`src/rtl/switch_reader.sv`:
```
// rtl/switch_reader.sv - debounced 24-bit switch input peripheral serving lw reads at the switch offsets.
// Optional SW_IRQ_EN: irq becomes a registered copy of the sticky change flag.
module switch_reader #(
  parameter int unsigned    DEBOUNCE_CYCLES = 4,
  parameter logic [15:0]    SW_ADDR_LO      = 16'hFC70,
  parameter logic [15:0]    SW_ADDR_HI      = 16'hFC72,
  parameter logic [15:0]    SW_STATUS       = 16'hFC74
) (
  input  logic        clk,
  input  logic        rst_n,
  input  logic [5:0]  opcode,
  input  logic [31:0] Instruction,
  input  logic        op,
  input  logic [23:0] sw_in,
  output logic [31:0] r_data,
  output logic        r_valid,
  output logic        irq
);

  localparam int unsigned CW = $clog2(DEBOUNCE_CYCLES) + 1;
  localparam logic [5:0]  OPC_LW = 6'b100011;

  logic [23:0]   sync1_q, sync2_q, prev_q;
  logic [23:0]   stable_q, stable_d;
  logic [CW-1:0] count_q, count_d;
  logic          changed_q, changed_d;
  logic [31:0]   r_data_q, r_data_d;
  logic          r_valid_q, r_valid_d;
  logic          set_changed;
  logic          rd_lo, rd_hi, rd_st, rd_en;

  logic unused_instr;
  assign unused_instr = ^Instruction[31:16];

  assign rd_en = op && (opcode == OPC_LW);
  assign rd_lo = rd_en && (Instruction[15:0] == SW_ADDR_LO);
  assign rd_hi = rd_en && (Instruction[15:0] == SW_ADDR_HI);
  assign rd_st = rd_en && (Instruction[15:0] == SW_STATUS);

  // One counter shared by all bits: any toggle restarts the whole debounce window.
  always_comb begin
    count_d     = count_q;
    stable_d    = stable_q;
    set_changed = 1'b0;
    if (sync2_q != prev_q) begin
      count_d = '0;
    end else if (count_q == CW'(DEBOUNCE_CYCLES - 1)) begin
      if (stable_q != sync2_q) begin
        stable_d    = sync2_q;
        set_changed = 1'b1;
      end
    end else begin
      count_d = count_q + CW'(1);
    end
  end

  // Set has priority over the clear caused by a status read in the same cycle.
  always_comb begin
    changed_d = changed_q;
    if (rd_st)       changed_d = 1'b0;
    if (set_changed) changed_d = 1'b1;
  end

  always_comb begin
    r_data_d  = '0;
    r_valid_d = 1'b0;
    if (rd_lo) begin
      r_data_d  = {16'h0, stable_q[15:0]};
      r_valid_d = 1'b1;
    end else if (rd_hi) begin
      r_data_d  = {24'h0, stable_q[23:16]};
      r_valid_d = 1'b1;
    end else if (rd_st) begin
      r_data_d  = {31'h0, changed_q};
      r_valid_d = 1'b1;
    end
  end

  always_ff @(posedge clk or negedge rst_n) begin
    if (!rst_n) begin
      sync1_q   <= '0;
      sync2_q   <= '0;
      prev_q    <= '0;
      stable_q  <= '0;
      count_q   <= '0;
      changed_q <= 1'b0;
      r_data_q  <= '0;
      r_valid_q <= 1'b0;
    end else begin
      sync1_q   <= sw_in;
      sync2_q   <= sync1_q;
      prev_q    <= sync2_q;
      stable_q  <= stable_d;
      count_q   <= count_d;
      changed_q <= changed_d;
      r_data_q  <= r_data_d;
      r_valid_q <= r_valid_d;
    end
  end

  assign r_data  = r_data_q;
  assign r_valid = r_valid_q;

`ifdef SW_IRQ_EN
  logic irq_q;
  always_ff @(posedge clk or negedge rst_n) begin
    if (!rst_n) irq_q <= 1'b0;
    else        irq_q <= changed_q;
  end
  assign irq = irq_q;
`else
  assign irq = 1'b0;
`endif

endmodule
```
`config.mk`:
```
export PLATFORM = sky130hd
export DESIGN_NAME = switch_reader
export DESIGN_NICKNAME = d
export VERILOG_FILES = /design/src/rtl/switch_reader.sv
export SDC_FILE = /design/constraint.sdc
export NUM_CORES = 1
export LEC_CHECK = 0
export ABC_AREA = 1
export ABC_CLOCK_PERIOD_IN_PS = 1900
export CORE_AREA = 5 5 132 134
export CTS_CLUSTER_DIAMETER = 150
export DETAILED_ROUTE_END_ITERATION = 7
export DIE_AREA = 0 0 137 139
export GPL_TIMING_DRIVEN = 0
export MAX_ROUTING_LAYER = met4
export PLACE_DENSITY = 0.57
export SLEW_MARGIN = 10
export SYNTH_ARGS = -nofsm -noshare
export SYNTH_HDL_FRONTEND = slang
export SYNTH_SLANG_ARGS = --single-unit
```
`constraint.sdc`:
```
create_clock -name clk -period 1.9 [get_ports clk]
set_clock_uncertainty 0.15 [all_clocks]
set_input_delay 0.475 -clock clk [delete_from_list [all_inputs] [get_ports clk]]
set_output_delay 0.475 -clock clk [all_outputs]
set_load 0.01 [all_outputs]
```
==> out/metrics.cfg, run 1 <==
[sta]
fin_crit_ns=1.90
tightest_slew_ns=0.515
holdWs_ns=0.191
rsz0062_at_grt=yes
setup_ws_ns=0.00269
hold_viol_final=0
fmax_mhz=527
fin_crit_sh_pct=99.9
worst_slew_margin_rel_pct=65.7
slew_violations=0
setup_viol=0

[yosys]
synthFlopType=dfrtp_1
synthXorXnorAreaFrac_pct=2.05
ys_seq_elements=117
synth_edf_count=0
synthArstFlopShare_pct=100
synth-simple-area-share_pct=24.4
netlist_area_sq_um=4710
muxShareOfSynthArea_pct=0
synth_compound_area_share_pct=1.49
synth_top_cell_by_area=dfrtp_1
seq_area_frac_synth_pct=62.2
syn_avg_cell_area_sq_um=9.29
ys_warn_count=0
synth_top_family_by_area=simple AND/OR/NAND/NOR gates
synth_top_area_share_pct=62.2
synth_cell_type_count=25
syn_inst=507
synth_area_leaders=dfrtp_1, nand2_1, inv_1, nand4_1, nor2_1
synth_fa_ha_area_share_pct=0.531

[final_layout]
multi_input_area_sq_um=1530
fill_cells=1596
drive_gt1_share_pct=21.7
final_cell_mix=nand2_1, dfrtp_1, inv_1
synthToLayoutAreaGrowth_pct=39.1
layout_commonest_cell=nand2_1
fin_nets=693
n_antenna_cell=0
seqCellArea_sq_um=2940

[placement]
portBuffers=65
globalplace.congestion=0.805
place_ws_ns=-0.722
place_hpwl_mm=7.01

[cts]
path_clk_slew_ns=0.05
cts_inserted_buffers=17
clk_latency_ns=0.41
root_buffer=clkbuf_16
htree_levels=4
cts_sinks=117
clk_path_buf_depth=2
cts_tree=built

[floorplanning]
start_util_pct=29.1
die_x_um=137
io_pins=99
die_h_um=139
core-area_sq_um=16200
rows=47
dieArea_sq_um=19000

[critical_path]
cpMostUsedCell=nand2_1
crit_chain=nand2_1, nand2_1, nor2_1, nand2_1, nor2_2, nand2_2, nor2_8, nand3_4, clkbuf_16, nand2_1, nand2_1
cp_max_fo=6
path_buf_inv=1
cp-end-kind=register
slowest_stage=dfrtp_2
critPathTopFamily=simple AND/OR/NAND/NOR gates
cp.required_ns=2.05
critPathArrivalTime_ns=2.05
critPathMaxStageDelay_ns=0.44
worstSetupPathType=register to register
critPathLaunchType=register

[pwr]
p_leak_uw=0.00331
p_total_uw=5670
pwr_density_cell_nw_per_um2=866
ir_drop_mv=0.467

[global_routing]
grt_pass1_wl_mm=16.1
antenna_found_initial=0
grt_overflow_total=0
grt_max_degree=85
grt_pass1_vias=3405
grtUsageTotal_pct=11.1

[routing]
wirelength_mm=10.3
drcViolationCount=0
drt-initial-drc-count=179
wl_per_cell_um=12.0
viasPerCell=4.17
ant_nets=0
dr.pass1.iters=4
dr_total_vias=3573

[min_path]
min_path_type=register to register

[status]
outcome=completed

[flow_run]
maxCapViolCount=0

## per-layer routing
layer / wire, um / up-vias / GRT usage [%]
met3: 818 / 15 / 4.10
met4: 125 / 0 / 4.94
met5: 0 / - / -
met2: 4970 / 102 / 16.7
met1: 4340 / 1692 / 13.3
li1: - / 1764 / -
## layout make-up
class | instances | area share, %
clock buffer | 24 | 7.20
timing repair buffer | 84 | 12.9
clock inverter | 6 | 0.458
multi-input combinational | 313 | 23.4
inverter | 66 | 3.78
tap | 220 | 4.20
buffer | 27 | 3.15
sequential | 117 | 44.9
## per-stage QoR
step	utilization, %	instances	setup TNS (ns)	cell area [sq um]
finish	40.5	857	0	6550
global route	40.5	857	-1.93	6550
CTS	38.9	845	-0.0324	6290
detailed placement	35.4	809	-11.60	5720
global placement	35.2	808	-493.86	5690
floorplan	-	523	0	4770
## power by group
group	switching [uW]	internal (uW)	total, uW
logic	153	176	329
clock network	1010	1700	2700
registers	59.8	2580	2640
total	1220	4450	5670
## cell families (layout without fill, tap and decap cells)
group | after synthesis | in the layout
simple gates | 272 | 272
other cells | 1 | 17
fa+ha+maj | 2 | 2
xor+xnor | 11 | 11
compound gates | 11 | 11
flops | 117 | 117
buf+inv | 93 | 207
## sequential cells by signal, summed over array words and instances (netlist names)
register   count
prev_q        24
stable_q      24
sync1_q       24
sync2_q       24
r_data        16
count_q        3
changed_q      1
r_valid        1
## path summary, 6_finish.rpt
path,startpoint,end,slack (ns),cells after the start
min in group asynchronous,rst_n,sync1_q[9],0.36,2
setup reg to reg,sync2_q[1],stable_q[11],0.003,11
setup / recovery,sync2_q[1],stable_q[11],0.003,11
hold reg to reg,sync1_q[15],sync2_q[15],0.19,0
max in group asynchronous,rst_n,sync2_q[16],0.52,3
hold / removal,sync1_q[15],sync2_q[15],0.19,0
## cells in the mapped netlist (all sizes together) (2+ instances only)
cell,count
ha,2
nor3,3
xnor2,8
o21a,2
dfrtp,117
nor2,46
nand2,188
nand4,27
buf,22
xor2,3
nand3,6
inv,66
o21ai,2
nand3b,2
o22ai,6
clkbuf,5
## timing repair
action | in CTS | in global routing
hold buffers | 1 | 0
pin swaps | 3 | 16
resized for setup | 30 | 54
endpoints found under the setup margin | 53 | 38
gates cloned | 0 | 2
buffers inserted | 5 | 10
endpoints found under the hold margin | 33 | 0
No activity file was read; power rests on OpenSTA's default activity.
==> run 2, diff against run 1 <==
--- a/config.mk
+++ b/config.mk
@@ -6,7 +6,6 @@
 export NUM_CORES = 1
 export LEC_CHECK = 0
 export ABC_AREA = 1
-export ABC_CLOCK_PERIOD_IN_PS = 1900
 export CORE_AREA = 5 5 132 134
 export CTS_CLUSTER_DIAMETER = 150
 export DETAILED_ROUTE_END_ITERATION = 7
==> results of run 2 <==
Same layout as run 1: the final DEF is identical, and so are final timing and power.
==> run 3, diff against run 2 <==
==> constraint.sdc (replaced) <==
create_clock -name clk -period 1.85 [get_ports clk]
set_clock_uncertainty 0.15 [all_clocks]
set_input_delay 0.4625 -clock clk [delete_from_list [all_inputs] [get_ports clk]]
set_output_delay 0.4625 -clock clk [all_outputs]
set_load 0.01 [all_outputs]
==> run 3 against run 2 <==
Sequential cell count unchanged. The flow now finishes with violations (negative setup slack). Worst hold slack about the same. Non-clock buffer count up 5. Cell area up 0.82%. Die area unchanged. Clock power up 3%. Via count down 0.14%.
==> out/metrics.cfg, run 3 (synthesis results as in run 1) <==
[status]
outcome=finished with violations
violations=negative setup slack

[final_layout]
fill_cells=1588
fin_nets=698
drive_gt1_share_pct=22.0
final_cell_mix=nand2_1, dfrtp_1, inv_1
seqCellArea_sq_um=2940
layout_commonest_cell=nand2_1
multi_input_area_sq_um=1550
synthToLayoutAreaGrowth_pct=40.3
fin_util_pct=40.8
n_antenna_cell=0

[global_routing]
grt_max_degree=85
grt_pass1_vias=3443
grt_overflow_total=0
grtUsageTotal_pct=11.2
grt_pass1_wl_mm=16.2
antenna_found_initial=0

[cts]
root_buffer=clkbuf_16
cts_inserted_buffers=17
cts_sinks=117
htree_levels=4
path_clk_slew_ns=0.05
cts_tree=built
clk_path_buf_depth=2
clk_latency_ns=0.41

[sta]
hold_viol_final=0
slew_violations=0
fin_crit_sh_pct=100
fin_crit_ns=1.85
setup_ws_ns=-0.00271
fmax_mhz=540
finalSetupTns_ns=-0.00477
rsz0062_at_grt=yes
setup_viol=2

[routing]
drt-initial-drc-count=165
dr.pass1.iters=4
wirelength_mm=10.3
drcViolationCount=0
dr_total_vias=3568
ant_nets=0
viasPerCell=4.14
wl_per_cell_um=11.9

[pwr]
ir_drop_mv=0.477
p_leak_uw=0.00333
switchingPower_uw=1260
sw_frac_of_total_pct=21.6
seq_power_share_pct=46.4
intPower_uw=4580
p_clk_share_pct=47.7
p_total_uw=5840
combPwrFrac_pct=5.9
pwr_density_cell_nw_per_um2=884

[placement]
globalplace.congestion=0.805
place_hpwl_mm=7.01
portBuffers=65

[critical_path]
cp-startpoint=sync2_q[15]
cp-end-kind=register
cp.required_ns=2.00
r2r_cells=11
cp_max_fo=5
reg2reg_from=sync2_q[15]
critPathArrivalTime_ns=2.00
critPathLaunchType=register
worstSetupPathType=register to register

[floorplanning]
core-area_sq_um=16200
io_pins=99
rows=47
start_util_pct=29.1
die_h_um=139
dieArea_sq_um=19000
die_x_um=137

[flow_run]
maxCapViolCount=0

[min_path]
min_path_type=register to register
hold_path_depth=0
hold_start=sync1_q[15]

==> run 3: area by class of cell <==
type | instances | area share, %
multi-input combinational | 313 | 23.5
clock inverter | 6 | 0.455
inverter | 66 | 3.75
clock buffer | 24 | 7.14
sequential | 117 | 44.5
buffer | 27 | 3.33
tap | 220 | 4.17
timing repair buffer | 89 | 13.1
==> run 3: final timing paths <==
path	end	slack [ns]
hold reg to reg	sync2_q[15]	0.19
setup reg to reg	stable_q[11]	-0.003
min in group asynchronous	sync1_q[9]	0.34
max in group asynchronous	sync2_q[17]	0.49
hold / removal	sync2_q[15]	0.19
setup / recovery	stable_q[11]	-0.003
==> run 3: per-layer routing <==
layer | vias to the layer above | wire length, um | GRT usage [%]
met4 | 0 | 153 | 4.94
met2 | 101 | 4990 | 17.0
li1 | 1769 | - | -
met3 | 19 | 780 | 4.10
met5 | - | 0 | -
met1 | 1679 | 4350 | 13.4
==> run 3: timing repair <==
item                       in CTS  in global routing
cloned                          0                  1
hold buffers                    1                  0
buffers inserted               11                 10
hold endpoints to repair       33                  0
resized for setup              39                 49
pin swaps                       7                 15
setup endpoints to repair      55                 34
==> run 3: power groups by stage <==
stage                     sequential, uW  clock [uW]  combinational (uW)
final                               2710        2780                 347
after global routing                2720        3000                 392
after CTS                           2700        2860                 341
after detailed placement            2750           0                 324
after global placement              2740           0                 311
after floorplan                     2730           0                 146
==> run 3: metrics by stage <==
stage / instances / instance area, sq um / hold WS [ns] / worst slack [ns]
3_3_place_gp: 808 / 5690 / 0.184 / -4.19
5_1_grt: 862 / 6600 / 0.201 / -0.124
2_1_floorplan: 523 / 4770 / 0.0169 / 0.166
3_5_place_dp: 809 / 5720 / 0.185 / -0.759
6_report: 862 / 6600 / 0.191 / -0.00271
4_1_cts: 851 / 6370 / 0.192 / 0.000491
==> run 3: critical path: stages (launching register included) <==
cell and delay, ns:
dfrtp_2 0.43, nand2_1 0.08, nand2_1 0.06, nor2_2 0.11
nand2_1 0.07, nor2_2 0.13, nand2_2 0.11, nor2_8 0.12
nand3_4 0.16, clkbuf_16 0.21, nand2_2 0.05, nand2_1 0.05
